$ cat src/rtl/dmm_capture_pkg.sv
// Shared FSM state type and pio_0 ctrl/status bit positions for the capture writer.
package dmm_capture_pkg;

  typedef enum logic [1:0] {
    S_IDLE = 2'd0,
    S_CAPT = 2'd1,
    S_DONE = 2'd2
  } state_e;

  localparam int CTRL_START     = 0;
  localparam int CTRL_ABORT     = 1;
  localparam int CTRL_CONT      = 2;
  localparam int CTRL_DEPTH_LSB = 16;

  localparam int ST_BUSY    = 0;
  localparam int ST_DONE    = 1;
  localparam int ST_OVF     = 2;
  localparam int ST_PTR_LSB = 4;
  localparam int ST_FRM_LSB = 16;

  // Written words carry the low frame-count bits above the sample.
  localparam int TAG_W = 4;

endpackage

$ cat src/rtl/dmm_capture_writer_if.sv
// RAM s2 write port bundle; master drives it, the RAM side consumes it.
interface dmm_capture_writer_if #(
  parameter int ADDR_W = 9,
  parameter int DATA_W = 16
);
  logic [ADDR_W-1:0] mem_address;
  logic              mem_chipselect;
  logic              mem_clken;
  logic              mem_write;
  logic [DATA_W-1:0] mem_writedata;
  logic [1:0]        mem_byteenable;

  modport master (
    output mem_address, mem_chipselect, mem_clken, mem_write, mem_writedata, mem_byteenable
  );

  modport slave (
    input mem_address, mem_chipselect, mem_clken, mem_write, mem_writedata, mem_byteenable
  );
endinterface

$ cat src/rtl/dmm_decimator.sv
// Sums 2^DECIM_LOG2 samples and emits the truncated average combinationally with the last one.
// Zero added latency; no backpressure, every in_vld_i strobe is absorbed.
module dmm_decimator #(
  parameter int SAMPLE_W   = 12,
  parameter int DECIM_LOG2 = 2
) (
  input  logic                clk,
  input  logic                rst_n,
  input  logic                clr_i,
  input  logic                in_vld_i,
  input  logic [SAMPLE_W-1:0] in_dat_i,
  output logic                out_vld_o,
  output logic [SAMPLE_W-1:0] out_dat_o
);
  localparam int ACC_W = SAMPLE_W + DECIM_LOG2;

  logic [ACC_W-1:0]      acc_q, acc_d, sum;
  logic [DECIM_LOG2-1:0] cnt_q, cnt_d;

  assign sum = acc_q + ACC_W'(in_dat_i);

  always_comb begin
    acc_d     = acc_q;
    cnt_d     = cnt_q;
    out_vld_o = 1'b0;
    out_dat_o = sum[ACC_W-1:DECIM_LOG2];
    if (clr_i) begin
      acc_d = '0;
      cnt_d = '0;
    end else if (in_vld_i) begin
      if (cnt_q == {DECIM_LOG2{1'b1}}) begin
        out_vld_o = 1'b1;
        acc_d     = '0;
        cnt_d     = '0;
      end else begin
        acc_d = sum;
        cnt_d = cnt_q + DECIM_LOG2'(1);
      end
    end
  end

  always_ff @(posedge clk or negedge rst_n) begin
    if (!rst_n) begin
      acc_q <= '0;
      cnt_q <= '0;
    end else begin
      acc_q <= acc_d;
      cnt_q <= cnt_d;
    end
  end
endmodule

$ cat src/rtl/dmm_capture_writer.sv
// ADC sample capture into RAM s2: one registered write per accepted word, 1 cycle after smp_valid, no backpressure.
// Optional averaging front end enabled by DMM_CAPTURE_DECIM_EN.
module dmm_capture_writer
  import dmm_capture_pkg::*;
#(
  parameter int ADDR_W     = 9,
  parameter int DATA_W     = 16,
  parameter int SAMPLE_W   = 12,
  parameter int DECIM_LOG2 = 2
) (
  input  logic                clk_clk,
  input  logic                reset_reset_n,
  input  logic [31:0]         ctrl_word,
  output logic [31:0]         status_word,
  input  logic                smp_valid,
  input  logic [SAMPLE_W-1:0] smp_data,
  dmm_capture_writer_if.master mem
);

  state_e            state_q, state_d;
  logic              start_q, start_prev_q;
  logic              cont_in_q;
  logic [ADDR_W-1:0] depth_in_q;
  logic              cont_q, cont_d;
  logic [ADDR_W-1:0] depth_q, depth_d;
  logic [ADDR_W-1:0] ptr_q, ptr_d;
  logic              done_q, done_d;
  logic              ovf_q, ovf_d;
  logic [15:0]       frame_q, frame_d;
  logic              wr_q, wr_d;
  logic [ADDR_W-1:0] addr_q, addr_d;
  logic [DATA_W-1:0] data_q, data_d;

  logic                start_edge, abort, capt_in_vld;
  logic                word_vld;
  logic [SAMPLE_W-1:0] word_dat;
  logic [DATA_W-1:0]   word_pack;
  logic                unused_ctrl;

  assign start_edge  = start_q & ~start_prev_q;
  // Abort acts on the live pin so a sample in the same cycle is already suppressed.
  assign abort       = ctrl_word[CTRL_ABORT];
  assign capt_in_vld = smp_valid & (state_q == S_CAPT) & ~abort;
  assign unused_ctrl = ^{ctrl_word[31:CTRL_DEPTH_LSB+ADDR_W], ctrl_word[CTRL_DEPTH_LSB-1:CTRL_CONT+1]};

`ifdef DMM_CAPTURE_DECIM_EN
  dmm_decimator #(
    .SAMPLE_W  (SAMPLE_W),
    .DECIM_LOG2(DECIM_LOG2)
  ) u_decim (
    .clk      (clk_clk),
    .rst_n    (reset_reset_n),
    .clr_i    (abort | (start_edge & (state_q != S_CAPT))),
    .in_vld_i (capt_in_vld),
    .in_dat_i (smp_data),
    .out_vld_o(word_vld),
    .out_dat_o(word_dat)
  );
`else
  logic [31:0] unused_decim;
  assign unused_decim = DECIM_LOG2;
  assign word_vld     = capt_in_vld;
  assign word_dat     = smp_data;
`endif

  always_comb begin
    word_pack                        = '0;
    word_pack[SAMPLE_W-1:0]          = word_dat;
    word_pack[DATA_W-1 -: TAG_W]     = frame_q[TAG_W-1:0];
  end

  always_comb begin
    state_d = state_q;
    cont_d  = cont_q;
    depth_d = depth_q;
    ptr_d   = ptr_q;
    done_d  = done_q;
    ovf_d   = ovf_q;
    frame_d = frame_q;
    wr_d    = 1'b0;
    addr_d  = addr_q;
    data_d  = data_q;
    if (abort) begin
      state_d = S_IDLE;
    end else begin
      case (state_q)
        S_IDLE, S_DONE: begin
          if (start_edge) begin
            state_d = S_CAPT;
            done_d  = 1'b0;
            ovf_d   = 1'b0;
            ptr_d   = '0;
            depth_d = depth_in_q;
            cont_d  = cont_in_q;
          end
        end
        S_CAPT: begin
          if (word_vld) begin
            wr_d   = 1'b1;
            addr_d = ptr_q;
            data_d = word_pack;
            ptr_d  = ptr_q + ADDR_W'(1);
            if (ptr_q == depth_q) begin
              done_d  = 1'b1;
              frame_d = frame_q + 16'd1;
              if (cont_q) begin
                ptr_d = '0;
                if (done_q) ovf_d = 1'b1;
              end else begin
                state_d = S_DONE;
              end
            end
          end
        end
        default: state_d = S_IDLE;
      endcase
    end
  end

  always_ff @(posedge clk_clk or negedge reset_reset_n) begin
    if (!reset_reset_n) begin
      start_q      <= 1'b0;
      start_prev_q <= 1'b0;
      cont_in_q    <= 1'b0;
      depth_in_q   <= '0;
    end else begin
      start_q      <= ctrl_word[CTRL_START];
      start_prev_q <= start_q;
      cont_in_q    <= ctrl_word[CTRL_CONT];
      depth_in_q   <= ctrl_word[CTRL_DEPTH_LSB +: ADDR_W];
    end
  end

  always_ff @(posedge clk_clk or negedge reset_reset_n) begin
    if (!reset_reset_n) begin
      state_q <= S_IDLE;
      cont_q  <= 1'b0;
      depth_q <= '0;
      ptr_q   <= '0;
      done_q  <= 1'b0;
      ovf_q   <= 1'b0;
      frame_q <= '0;
      wr_q    <= 1'b0;
      addr_q  <= '0;
      data_q  <= '0;
    end else begin
      state_q <= state_d;
      cont_q  <= cont_d;
      depth_q <= depth_d;
      ptr_q   <= ptr_d;
      done_q  <= done_d;
      ovf_q   <= ovf_d;
      frame_q <= frame_d;
      wr_q    <= wr_d;
      addr_q  <= addr_d;
      data_q  <= data_d;
    end
  end

  always_comb begin
    status_word                           = '0;
    status_word[ST_BUSY]                  = (state_q == S_CAPT);
    status_word[ST_DONE]                  = done_q;
    status_word[ST_OVF]                   = ovf_q;
    status_word[ST_PTR_LSB +: ADDR_W]     = ptr_q;
    status_word[ST_FRM_LSB +: 16]         = frame_q;
  end

  assign mem.mem_address    = addr_q;
  assign mem.mem_chipselect = wr_q;
  assign mem.mem_write      = wr_q;
  assign mem.mem_writedata  = data_q;
  assign mem.mem_clken      = 1'b1;
  assign mem.mem_byteenable = 2'b11;

endmodule
$ cat src/flat_wrapper.sv
// flat-port wrapper written by rule: the top's interface ports become plain ports
module dmm_capture_writer_flat import dmm_capture_pkg::*;
#(
  parameter int ADDR_W     = 9,
  parameter int DATA_W     = 16,
  parameter int SAMPLE_W   = 12,
  parameter int DECIM_LOG2 = 2
)
  (clk_clk, reset_reset_n, ctrl_word, status_word, smp_valid, smp_data, mem_mem_address, mem_mem_chipselect, mem_mem_clken, mem_mem_write, mem_mem_writedata, mem_mem_byteenable);
  dmm_capture_writer_if #(.ADDR_W(ADDR_W), .DATA_W(DATA_W)) mem_i ();
  input  logic clk_clk;
  input  logic reset_reset_n;
  input  logic [31:0] ctrl_word;
  output logic [31:0] status_word;
  input  logic smp_valid;
  input  logic [SAMPLE_W-1:0] smp_data;
  output wire logic [$bits(mem_i.mem_address)-1:0] mem_mem_address;
  output wire logic [$bits(mem_i.mem_chipselect)-1:0] mem_mem_chipselect;
  output wire logic [$bits(mem_i.mem_clken)-1:0] mem_mem_clken;
  output wire logic [$bits(mem_i.mem_write)-1:0] mem_mem_write;
  output wire logic [$bits(mem_i.mem_writedata)-1:0] mem_mem_writedata;
  output wire logic [$bits(mem_i.mem_byteenable)-1:0] mem_mem_byteenable;
  assign mem_mem_address = mem_i.mem_address;
  assign mem_mem_chipselect = mem_i.mem_chipselect;
  assign mem_mem_clken = mem_i.mem_clken;
  assign mem_mem_write = mem_i.mem_write;
  assign mem_mem_writedata = mem_i.mem_writedata;
  assign mem_mem_byteenable = mem_i.mem_byteenable;
  dmm_capture_writer #(.ADDR_W(ADDR_W), .DATA_W(DATA_W), .SAMPLE_W(SAMPLE_W), .DECIM_LOG2(DECIM_LOG2)) u_core (.clk_clk(clk_clk), .reset_reset_n(reset_reset_n), .ctrl_word(ctrl_word), .status_word(status_word), .smp_valid(smp_valid), .smp_data(smp_data), .mem(mem_i));
endmodule
$ cat config.mk
export PLATFORM = sky130hd
export DESIGN_NAME = dmm_capture_writer_flat
export DESIGN_NICKNAME = d
export VERILOG_FILES = /design/src/rtl/dmm_capture_pkg.sv /design/src/rtl/dmm_capture_writer_if.sv /design/src/rtl/dmm_decimator.sv /design/src/rtl/dmm_capture_writer.sv /design/src/flat_wrapper.sv
export SDC_FILE = /design/constraint.sdc
export NUM_CORES = 1
export LEC_CHECK = 0
export BUFFER_PORTS_ARGS = -buffer_cell sky130_fd_sc_hd__buf_2
export CORE_AREA = 2 2 86 88
export DETAILED_ROUTE_END_ITERATION = 10
export DIE_AREA = 0 0 88 90
export HOLD_SLACK_MARGIN = 0.15
export MAX_ROUTING_LAYER = met4
export PLACE_DENSITY = 0.84
export SKIP_LAST_GASP = 1
export SLEW_MARGIN = 0
export SYNTH_ARGS = -nofsm -noshare
export SYNTH_HDL_FRONTEND = slang
export SYNTH_SLANG_ARGS = --single-unit
$ cat constraint.sdc
create_clock -name clk_clk -period 2.1 [get_ports clk_clk]
set_input_delay 0 -clock clk_clk [delete_from_list [all_inputs] [get_ports clk_clk]]
set_output_delay 0 -clock clk_clk [all_outputs]
set_load 0.05 [all_outputs]
Word-level counts from Yosys, hierarchy flattened
Cells that the tools add are included.
{"block": "totals", "latchBits": 0, "n_memories": 0, "ram_bits": 0, "rom_bits": 0, "out_inout_bits": 62, "wordCells": 66, "ff_bits": 77, "input_bits": 47}
{"block": "op_classes", "shifts": 0, "div_mod_pow": 0, "multipliers": 0, "order_cmp": 0, "n_reduce_logical": 10, "eq_ne": 12, "n_bitwise": 5, "n_mux": 23, "add_sub_neg": 2}
{"cell": "9-bit 2-to-1 mux", "n": 4}
{"cell": "9-bit case mux with 2 select lines", "n": 1}
{"cell": "16-bit by 1-bit adder with 16-bit output, second input constant", "n": 1}
{"cell": "4-bit AND reduction", "n": 3}
{"cell": "1-bit 2-to-1 mux", "n": 10}
{"cell": "2-bit 2-to-1 mux", "n": 5}
{"cell": "2-bit by 1-bit inequality test with 1-bit output, second input constant", "n": 5}
{"cell": "9-bit by 1-bit adder with 9-bit output, second input constant", "n": 1}
{"cell": "9-bit == test", "n": 1}
{"cell": "3-bit by 2-bit inequality test with 1-bit output, second input constant", "n": 3}
{"cell": "7-bit AND reduction", "n": 1}
{"cell": "3-bit AND reduction", "n": 2}
{"cell": "5-bit AND reduction", "n": 1}
{"cell": "1-bit case mux with 2 select lines", "n": 2}
{"cell": "2-bit case mux with 2 select lines", "n": 1}
{"cell": "1-bit bitwise AND", "n": 3}
{"cell": "3-bit inequality test, second input constant", "n": 1}
{"cell": "2-bit by 1-bit == test with 1-bit output, second input constant", "n": 1}
{"cell": "2-bit == test, second input constant", "n": 1}
{"cell": "2-bit logical NOT", "n": 1}
{"cell": "1-bit inverter", "n": 2}
{"cell": "2-bit nonzero test", "n": 1}
{"cell": "2-bit OR reduction", "n": 1}

Longest topological paths before layout
Gate-level depths: netlist of the first run.
{"block": "depth", "word_depth": 6, "depth_mapped": 7, "depth_no_buf": 6}

Least setup slack after synthesis of the first run
OpenSTA, ideal clock, no wires.
{"block": "synth_path", "path_kind": "register -> register", "startpoint": "register u_core.ptr_q[3]", "endpoint": "register u_core.frame_q[1]", "arrival_time_ps": 1917, "stages_incl_launch_ff": 7, "setup_time_ps": 128, "n_path_buf": 1, "period_less_slack_ps": 2045, "required_time_ps": 1972, "path_slack_ps": 55, "cell_sequence": "dfrtp_1 > buf_2 > xnor2_1 > o221a_2 > nand4_4 > or2_1 > mux2_1"}
{"block": "synth_between", "elab_chain_cells": 2}
{"element": "from (decl)", "line_no": "dmm_capture_writer.sv:26", "rtl": "logic [ADDR_W-1:0] ptr_q, ptr_d;"}
{"element": "from (signal assigned)", "line_no": "dmm_capture_writer.sv:150", "rtl": "ptr_q <= ptr_d;"}
{"element": "9-bit == test", "line_no": "dmm_capture_writer.sv:103", "rtl": "if (ptr_q == depth_q) begin"}
{"element": "4-bit AND reduction (no source line)"}
{"element": "to (signal assigned)", "line_no": "dmm_capture_writer.sv:153", "rtl": "frame_q <= frame_d;"}
{"element": "to (decl)", "line_no": "dmm_capture_writer.sv:29", "rtl": "logic [15:0] frame_q, frame_d;"}
No other way between the ends.
A chain may end at the register's enable or synchronous reset.

Worst setup path in the final report of the first run
{"block": "layout_path", "startpoint": "register u_core.ptr_q[0]", "endpoint": "register u_core.frame_q[11]"}
The elaborated chain is that of the path after synthesis.

==> impl_metrics.py, run 1 <==
metrics = {
    "floorplanning": {
        "boundaryPins": 109,
        "die_h_um": 90,
        "core_mm2": 0.00702,
        "die_area_mm2": 0.00792,
        "die_x_um": 88,
        "initial_core_util_pct": 48.0,
        "rows": 31,
    },
    "clock_tree": {
        "cts_buffer_depth": 2,
        "cts_root_buf": "clkbuf_8",
        "ctsHtreeMaxLevel": 3,
        "cts_made_buffers": 9,
        "cts_tree": "built",
        "cts.sinks": 77,
        "clk_latency_ns": 0.35,
        "post_cts_resized": 0,
        "clk_pin_slew_ns": 0.08,
    },
    "placed_design": {
        "dp_hpwl_mm": 5.00,
        "gp_congestion": 0.866,
        "port_buffers": 81,
        "place_area_mm2": 0.00391,
    },
    "synthesis": {
        "syn_inst": 323,
        "yosysSeqAreaShare_pct": 57.2,
        "synth_edf_count": 0,
        "ys_ff_latch": 77,
        "yosysWarningCount": 0,
        "ys_types": 47,
        "synth_flop_cell": "dfrtp_1",
        "ys_async_sr_fraction_pct": 100,
        "syn_avg_cell_area_um2": 10.4,
        "netlist_area_mm2": 0.00337,
    },
    "route": {
        "drtAntennaViolNets": 0,
        "dr.pass1.iters": 4,
        "vias": 2750,
        "finalWirelength_mm": 7.51,
        "first_iter_violations": 122,
        "drc_errors": 0,
        "routedWlPerCell_um": 13.8,
        "viasPerCell": 5.05,
    },
    "final_layout": {
        "drive_above_1_share_pct": 30.7,
        "regArea_mm2": 0.00193,
        "fin_nets": 490,
        "finalInstanceArea_mm2": 0.00444,
        "area_growth_pct": 31.7,
        "multi_input_area_mm2": 0.00127,
        "fillers": 595,
        "n_antenna_cell": 0,
    },
    "power_and_ir_drop": {
        "powerDensity_mw_per_mm2": 1190,
        "switching_share_pct": 41.3,
        "peakVddDrop_v": 0.000812,
        "pwr-share-clk_pct": 25.6,
        "leakage_nw": 2.21,
        "p_comb_share_pct": 37.3,
        "power.share.sequential_pct": 37.1,
        "p_switching_mw": 2.18,
        "internal_power_mw": 3.10,
    },
    "grt": {
        "grt_start_max_net_pins": 78,
        "grt_pass1_vias": 2723,
        "gr-total-overflow": 0,
        "track_usage_pct": 21.0,
        "grt_pass1_wl_mm": 12.7,
        "antenna_found_initial": 0,
    },
    "sta": {
        "rsz0062_at_grt": "no",
        "finClkSkew_ns": 0.0109,
        "worstMarginPinSlew_ns": 0.947,
        "fmax_ghz": 0.512,
        "finalCritPeriodShare_pct": 93.0,
        "fin_crit_ns": 1.95,
        "slew_violations": 0,
        "setup_viol": 0,
        "hold_viol": 0,
        "slew_headroom_pct": 36.8,
        "setup_tns_ns": 0,
    },
    "setup_path": {
        "path_buf_inv": 2,
        "criticalPathCategory": "reg2reg",
        "critPathLaunchType": "flop",
        "crit_arrival_ns": 2.22,
        "path_cells": "inv_2, a221oi_2, nand4_4, buf_12, nor4_1, xor2_1",
        "crit_fanout": 14,
        "crit_path_max_incr_delay_ns": 0.47,
        "critPathCaptureType": "flop",
        "cp_top_family": "simple AND/OR/NAND/NOR gates",
        "worstPathRequired_ns": 2.37,
        "crit_path_top_delay_cell": "dfrtp_1",
    },
    "job": {
        "maxCapViolations": 0,
    },
    "status": {
        "status": "completed",
    },
    "min_path": {
        "hold_class": "in2reg",
    },
}
[cells in the mapped netlist (2+ instances only)]
cell type | instances | area, µm²
buf_2 | 2 | 10.0
nor4_2 | 5 | 62.6
mux2_2 | 8 | 90.1
clkbuf_1 | 7 | 26.3
xnor2_1 | 5 | 43.8
buf_1 | 2 | 7.51
clkinv_1 | 2 | 7.51
o211ai_1 | 8 | 60.1
o221a_2 | 2 | 22.5
ha_1 | 2 | 25.0
or2_2 | 3 | 18.8
dfrtp_1 | 77 | 1930
inv_1 | 12 | 45.0
o21ai_0 | 8 | 40.0
o2111ai_1 | 4 | 35.0
nor2_1 | 3 | 11.3
or3_1 | 5 | 31.3
conb_1 | 2 | 7.51
nand3_1 | 7 | 35.0
o31ai_1 | 2 | 15.0
nor4_1 | 6 | 37.5
nor3_1 | 7 | 35.0
nand4_1 | 5 | 31.3
buf_4 | 10 | 75.1
nand2b_1 | 2 | 12.5
xor2_1 | 16 | 140
nand2_1 | 91 | 342
[area by class of cell]
cell class	count	area share (%)
flip-flops and latches	77	43.4
multi-input cells	213	28.6
repair buffers	125	18.4
clock buffers	9	2.79
well taps	99	2.79
clock inverters	7	2.76
inverters	15	1.27
[power by group through the flow]
stage / Clock [mW] / Sequential [mW] / Combinational, mW
2_1_floorplan: 0 / 2.79 / 0.581
6_report: 1.36 / 1.96 / 1.97
4_1_cts: 1.39 / 1.96 / 1.97
5_1_grt: 1.46 / 2.00 / 2.09
3_5_place_dp: 0 / 1.99 / 1.93
3_3_place_gp: 0 / 1.97 / 1.89
[metrics by stage]
step                util [%]  hold slack [ns]  setup WS [ns]  power (mW)  cells
floorplan                  -           -0.296         0.0551        3.37    328
global placement        55.7            0.108          0.217        3.87    500
detailed placement      55.7            0.109         0.0924        3.92    500
CTS                     62.9            0.261         0.0506        5.33    542
global route            63.2            0.277        0.00960        5.55    545
finish                  63.2            0.286          0.148        5.29    545
[cells by family (layout without fill, tap and decap cells)]
family	count (synthesis)	after routing	synth area share (%)
simple gates	142	142	20.6
flops	77	77	57.2
buf+inv	38	156	5.68
compound gates	32	32	7.13
xor+xnor	21	21	5.46
mux	9	9	3.01
fa+ha+maj	2	2	0.743
other cells	2	7	0.223
[registers in the layout, summed over array words and instances, names as in the netlist, 2 cells and up]
| signal | count |
|---|---|
| u_core.frame_q | 16 |
| u_core.mem.mem_writedata | 16 |
| u_core.depth_in_q | 9 |
| u_core.depth_q | 9 |
| u_core.mem.mem_address | 9 |
| u_core.ptr_q | 9 |
| u_core.state_q | 2 |
[cells in the final DEF (no fill, tap or decap), types with 3 or more instances in the layout]
cell type,netlist,layout
o2111ai_1,4,4
or3_1,5,5
nand4_1,5,5
nor2_1,3,3
or2_2,3,3
nor4_2,5,5
bufinv_16,0,3
mux2_2,8,8
clkbuf_8,0,9
dlygate4sd3_1,0,26
buf_2,2,80
o211ai_1,8,8
buf_4,10,18
dfrtp_1,77,77
o21ai_0,8,8
nand2_1,91,91
xnor2_1,5,5
inv_1,12,12
nor4_1,6,6
conb_1,2,7
nor3_1,7,7
xor2_1,16,16
nand3_1,7,7
[metal layers]
metal  global-route usage (%)  part of all wire, %
met4                     8.08                  2.0
met3                     5.05                  5.5
met1                     26.1                   41
met2                     33.1                   51
met5                        -                    0
[worst paths after layout]
kind                            startpoint                    to  slack [ns]  depth (start not counted)
hold / removal                ctrl_word[0]        u_core.start_q        0.29                          2
hold reg to reg             u_core.start_q   u_core.start_prev_q        0.41                          0
min in group asynchronous    reset_reset_n  u_core.depth_in_q[5]        0.34                          2
max in group asynchronous    reset_reset_n       u_core.ptr_q[8]        1.14                          2
setup / recovery           u_core.ptr_q[0]    u_core.frame_q[11]        0.15                          6
setup reg to reg           u_core.ptr_q[0]    u_core.frame_q[11]        0.15                          6
[what timing repair did]
item | in CTS | in global routing
hold endpoints to repair | 102 | 0
hold buffers | 26 | 0
buffers inserted | 0 | 3
setup endpoints to repair | 0 | 6
[worst reg2reg max path, delay by kind of cell, from the launching register on]
| family | cells | cell delay, ns |
|---|---|---|
| and+or+nand+nor | 2 | 0.58 |
| xor gates and xnor gates | 1 | 0.18 |
| buffers and inverters | 2 | 0.31 |
| DFF | 1 | 0.47 |
| AOI/OAI and AO/OA | 1 | 0.34 |
(Power assumes the default switching activity.)
==> run 2, diff against run 1 <==
- BUFFER_PORTS_ARGS: -buffer_cell sky130_fd_sc_hd__buf_2 -> -buffer_cell sky130_fd_sc_hd__buf_4
==> run 2 against run 1 <==
Compared with the run above:
- fmax shrank 0.20%
- largest power group unchanged
- power shrank 5.1%
- combinational power grew 7%
- sequential share of layout area decreased by 1.2 points
- die area unchanged
- largest cell class unchanged
- hold slack better by 0.018 ns
==> impl_metrics.py, run 2 (synthesis results as in run 1) <==
metrics = {
    "route": {
        "viasPerCell": 5.09,
        "finalWirelength_mm": 7.57,
        "first_iter_violations": 154,
        "routedWlPerCell_um": 13.9,
        "dr.pass1.iters": 4,
        "vias": 2765,
        "drtAntennaViolNets": 0,
        "drc_errors": 0,
    },
    "floorplanning": {
        "initial_core_util_pct": 48.0,
        "rows": 31,
        "core_mm2": 0.00702,
        "die_h_um": 90,
        "boundaryPins": 109,
        "die_x_um": 88,
        "die_area_mm2": 0.00792,
    },
    "power_and_ir_drop": {
        "powerDensity_mw_per_mm2": 1100,
        "finalPower_mw": 5.02,
        "peakVddDrop_v": 0.00106,
        "leakage_nw": 2.22,
    },
    "clock_tree": {
        "cts_tree": "built",
        "cts.sinks": 77,
        "clk_latency_ns": 0.34,
        "cts_buffer_depth": 2,
        "cts_made_buffers": 9,
        "clk_pin_slew_ns": 0.08,
        "cts_root_buf": "clkbuf_8",
        "postCtsSetupRepairBufs": 0,
        "ctsHtreeMaxLevel": 3,
    },
    "grt": {
        "grt_pass1_vias": 2769,
        "grt_pass1_wl_mm": 12.8,
        "grtUsageMet2_pct": 34.3,
        "track_usage_pct": 21.3,
        "gr-max-usage-layer": "met2",
        "grt_start_max_net_pins": 78,
        "use_met1_pct": 26.1,
        "antenna_found_initial": 0,
        "gr-total-overflow": 0,
        "grt_use_met3_pct": 3.76,
    },
    "sta": {
        "hold_ws_ns": 0.304,
        "setup_viol": 0,
        "hold_viol": 0,
        "fmax_ghz": 0.511,
        "worst_slack_ns": 0.144,
        "finClkSkew_ns": 0.00818,
        "slew_headroom_pct": 36.6,
        "slew_violations": 0,
        "finalCritPeriodShare_pct": 93.2,
        "fin_crit_ns": 1.96,
        "setup_tns_ns": 0,
        "worstMarginPinSlew_ns": 0.951,
        "rsz0062_at_grt": "no",
    },
    "setup_path": {
        "crit_end": "u_core.frame_q[7]",
        "worstRegToRegCells": 6,
        "regToRegSetupSlack_ns": 0.14,
        "cp-startpoint": "u_core.ptr_q[8]",
        "reg2reg_to": "u_core.frame_q[7]",
        "critPathLaunchType": "flop",
        "crit_arrival_ns": 2.22,
        "r2r-start": "u_core.ptr_q[8]",
        "criticalPathCategory": "reg2reg",
        "critPathCaptureType": "flop",
        "worstPathRequired_ns": 2.36,
        "crit_fanout": 14,
    },
    "placed_design": {
        "dp_hpwl_mm": 5.15,
        "port_buffers": 81,
        "gp_congestion": 0.857,
        "pre_cts_ws_ns": 0.157,
        "dp.cells": 501,
    },
    "job": {
        "maxCapViolations": 0,
    },
    "final_layout": {
        "drive_above_1_share_pct": 30.4,
        "area_growth_pct": 35.4,
        "n_antenna_cell": 0,
        "layout_common_cells": "buf_4, nand2_1, dfrtp_1",
        "final_cells": 543,
        "fin_nets": 488,
        "final_common_cell": "buf_4",
        "fillers": 582,
    },
    "status": {
        "status": "completed",
    },
    "min_path": {
        "hold_class": "in2reg",
    },
}
-- run 2: cell count changes in the layout (fill, tap and decap cells not counted), moves of 2 or more --
cell,delta
bufinv_16,-3
buf_4,+77
nor4_2,+2
clkbuf_1,+2
nor4_1,-2
buf_2,-80
clkinv_2,+4
-- run 2: how the worst min path moves through the flow --
stage	startpoint	to	slack, ns	cells after the start
global route	ctrl_word[2]	u_core.cont_in_q	0.30	2
detailed placement	ctrl_word[23]	u_core.depth_in_q[7]	0.11	1
floorplan	reset_reset_n	u_core.cont_in_q	-0.30	0
finish	ctrl_word[23]	u_core.depth_in_q[7]	0.30	2
global placement	ctrl_word[20]	u_core.depth_in_q[4]	0.11	1
CTS	ctrl_word[20]	u_core.depth_in_q[4]	0.29	2
-- run 2: final cells by class --
type / instances / area, µm² / area share (%)
Clock buffer: 11 / 131 / 2.88
Clock inverter: 5 / 27.5 / 0.603
Inverter: 15 / 56.3 / 1.23
Multi-Input combinational cell: 213 / 1280 / 28.1
Sequential cell: 77 / 1930 / 42.2
Tap cell: 99 / 124 / 2.72
Timing Repair Buffer: 123 / 1010 / 22.2
-- run 2: report_power, final --
group / leakage, nW / internal (mW) / switching (mW)
Combinational: 1.18 / 0.682 / 1.43
Sequential: 0.962 / 1.77 / 0.203
Clock: 0.0829 / 0.422 / 0.513
Total: 2.22 / 2.87 / 2.14
-- run 2: per-layer routing --
layer  vias up  part of all wire [%]
met4         0                   1.8
met2        92                    52
met3        14                   5.3
li1       1303                     -
met1      1356                    41
met5         -                     0
-- run 2: per-stage QoR --
| step | area (µm²) | utilization [%] |
|---|---|---|
| 6_report | 4560 | 65.0 |
| 5_1_grt | 4560 | 65.0 |
| 4_1_cts | 4550 | 64.8 |
| 3_5_place_dp | 4130 | 58.8 |
| 3_3_place_gp | 4130 | 58.8 |
| 2_1_floorplan | 3390 | - |
-- run 2: repair_timing --
action                     in CTS  in global routing
setup endpoints to repair       0                  2
gates resized for setup         0                  2
hold buffers                   26                  0
hold endpoints to repair      103                  0
-- run 2: critical path, stage by stage, from the launching register on --
cell and delay (ns):
dfrtp_1 0.41, inv_1 0.10, a221oi_2 0.32, nand4_4 0.28
buf_12 0.24, nor4_1 0.33, xor2_1 0.19
==> run 3, diff against run 2 <==
- CORE_AREA: 2 2 86 88 -> 2 2 85 87
- DIE_AREA: 0 0 88 90 -> 0 0 87 89
- SYNTH_HIERARCHICAL: default -> 1
==> run 3 against run 2 <==
Compared with the run above:
- synthesized cell count fell by 18%
- routed wire length shrank 7.9%
- global-route usage shrank 1.2 points
- worst setup slack improved by 0.078 ns
- first-iteration DRC count increased by 10%
- largest cell class unchanged
- clock skew is 0.0014 ns lower
- combinational power is 43% lower
- cell count shrank 14%
- fmax rose by 4.1%
==> impl_metrics.py, run 3 <==
metrics = {
    "synthesis": {
        "synth_top_family_by_area": "simple AND/OR/NAND/NOR gates",
        "ys_types": 39,
        "ys_ff_latch": 77,
        "synth_edf_count": 0,
        "syn_inst": 265,
        "netlist_area_mm2": 0.00332,
        "synth_most_common_cell": "dfrtp_1",
        "synth_top_cell_by_area": "dfrtp_1",
        "synth_top_area_share_pct": 58.0,
        "yosysWarningCount": 6,
        "yosysSeqAreaShare_pct": 58.0,
        "synth_flop_cell": "dfrtp_1",
        "synthSimpleGateAreaFrac_pct": 13.6,
        "synth.area.mux_share_pct": 12.2,
        "yosys-top-cells-area": "dfrtp_1, mux2_2, xnor2_1, xor2_1, buf_4",
        "synth-compound-area-share_pct": 4.44,
        "synthTopCellsByCount": "dfrtp_1, mux2_2, inv_1, nand3_1, nand2_1",
        "synth_fa_ha_area_share_pct": 0.753,
        "syn_avg_cell_area_um2": 12.5,
        "synthXorXnorAreaFrac_pct": 5.80,
        "ys_async_sr_fraction_pct": 100,
    },
    "route": {
        "drtAntennaViolNets": 0,
        "route.top_layer_used": "met4",
        "finalWirelength_mm": 6.97,
        "routedWlPerCell_um": 14.9,
        "vias": 2441,
        "drc_errors": 0,
        "wl_met2_mm": 3.49,
        "first_iter_violations": 170,
        "viasPerCell": 5.22,
        "wl_met3_um": 423,
        "dr.pass1.iters": 4,
        "wl_met1_mm": 2.98,
    },
    "setup_path": {
        "crit_path_top_delay_cell": "dfrtp_1",
        "path_buf_inv": 0,
        "criticalPathCategory": "reg2reg",
        "crit_path_max_incr_delay_ns": 0.38,
        "critPathCaptureType": "flop",
        "crit_fanout": 9,
        "worstPathRequired_ns": 2.36,
        "crit_arrival_ns": 2.14,
        "path_cells": "nand2b_1, nor3b_4, nand4_4, nor4_2, xor2_1",
        "cp_top_family": "simple AND/OR/NAND/NOR gates",
        "critPathLaunchType": "flop",
    },
    "sta": {
        "fin_crit_ns": 1.88,
        "finClkSkew_ns": 0.00674,
        "finalCritPeriodShare_pct": 89.5,
        "slew_headroom_pct": 37.1,
        "rsz0062_at_grt": "no",
        "hold_viol": 0,
        "setup_viol": 0,
        "slew_violations": 0,
        "fmax_ghz": 0.532,
        "worstMarginPinSlew_ns": 0.944,
        "setup_tns_ns": 0,
    },
    "clock_tree": {
        "cts.sinks": 77,
        "cts_tree": "built",
        "ctsHtreeMaxLevel": 3,
        "cts_buffer_depth": 2,
        "cts_root_buf": "clkbuf_8",
        "cts_made_buffers": 9,
        "clk_pin_slew_ns": 0.08,
        "clk_latency_ns": 0.34,
    },
    "final_layout": {
        "finalInstanceArea_mm2": 0.00450,
        "n_antenna_cell": 0,
        "area_growth_pct": 35.5,
        "final_cells": 468,
        "multi_input_area_mm2": 0.00125,
        "layout_common_cells": "buf_4, dfrtp_1, mux2_2",
        "fillers": 487,
        "drive_above_1_share_pct": 40.7,
        "regArea_mm2": 0.00193,
        "final_common_cell": "buf_4",
        "fin_nets": 432,
    },
    "floorplanning": {
        "core_mm2": 0.00672,
        "boundaryPins": 109,
        "initial_core_util_pct": 49.5,
        "die_area_mm2": 0.00774,
        "die_h_um": 89,
        "die_x_um": 87,
        "rows": 30,
    },
    "placed_design": {
        "port_buffers": 81,
        "place_area_mm2": 0.00402,
        "dp_hpwl_mm": 4.71,
        "dp.cells": 424,
        "gp_congestion": 0.897,
    },
    "power_and_ir_drop": {
        "leakage_nw": 2.16,
        "finalPower_mw": 4.15,
        "peakVddDrop_v": 0.000679,
        "powerDensity_mw_per_mm2": 922,
    },
    "grt": {
        "grt_pass1_vias": 2443,
        "track_usage_pct": 20.1,
        "grt_pass1_wl_mm": 11.5,
        "gr-total-overflow": 0,
        "antenna_found_initial": 0,
        "grt_start_max_net_pins": 78,
    },
    "min_path": {
        "hold_class": "in2reg",
    },
    "job": {
        "maxCapViolations": 0,
    },
    "status": {
        "status": "completed",
    },
}
## run 3: where the power goes
group          internal (mW)  switching, mW  leakage (nW)
registers               1.67          0.129         0.973
clock network          0.616          0.533         0.104
logic                  0.433          0.765          1.09
## run 3: cell type report
cell class | instances | share of cell area, %
clock buffers | 13 | 3.53
clock inverters | 3 | 0.972
inverters | 14 | 1.17
multi-input cells | 161 | 27.9
flip-flops and latches | 77 | 42.8
well taps | 80 | 2.22
repair buffers | 120 | 21.5
## run 3: timing repair
item | 4_1_cts | 5_1_grt
endpoints found under the setup margin | 0 | 3
setup buffers | 0 | 2
resized for setup | 0 | 1
hold buffers | 26 | 0
hold endpoints to repair | 104 | 0
## run 3: kinds of logic after synthesis
kind of cell | after synthesis
XOR/XNOR | 22
flip-flops | 77
other | 2
buffers and inverters | 32
adder cells (fa/ha/maj) | 2
AND/OR/NAND/NOR | 73
multiplexers | 36
AO/OA/AOI/OAI | 21
## run 3: per-layer routing
layer | track usage [%] | vias to the layer above
li1 | - | 1145
met1 | 25.1 | 1195
met2 | 30.6 | 91
met3 | 6.37 | 10
met4 | 8.24 | 0
met5 | - | -
## run 3: final timing paths
kind | start | to | slack, ns | cells past startpoint
max | u_core/state_q[1] | u_core/frame_q[10] | 0.22 | 5
min | ctrl_word[23] | u_core/depth_in_q[7] | 0.30 | 2
max reg2reg | u_core/state_q[1] | u_core/frame_q[10] | 0.22 | 5
min reg2reg | u_core/start_q | u_core/start_prev_q | 0.38 | 0
max in group asynchronous | reset_reset_n | u_core/done_q | 1.13 | 2
min in group asynchronous | reset_reset_n | u_core/mem.mem_writedata[10] | 0.37 | 2
## run 3: metrics by stage
step / utilization (%) / hold slack (ns) / setup slack [ns]
final: 67.0 / 0.299 / 0.221
after global routing: 67.0 / 0.281 / 0.0756
after CTS: 66.7 / 0.281 / 0.115
after detailed placement: 59.8 / 0.111 / 0.135
after global placement: 59.8 / 0.110 / 0.218
after floorplan: - / -0.296 / 0.0718
## run 3: worst register-to-register path, delay by kind of cell (launching register included)
| kind | cells | cell delay, ns |
|---|---|---|
| XOR/XNOR | 1 | 0.21 |
| AND/OR/NAND/NOR | 4 | 1.21 |
| flip-flops | 1 | 0.38 |
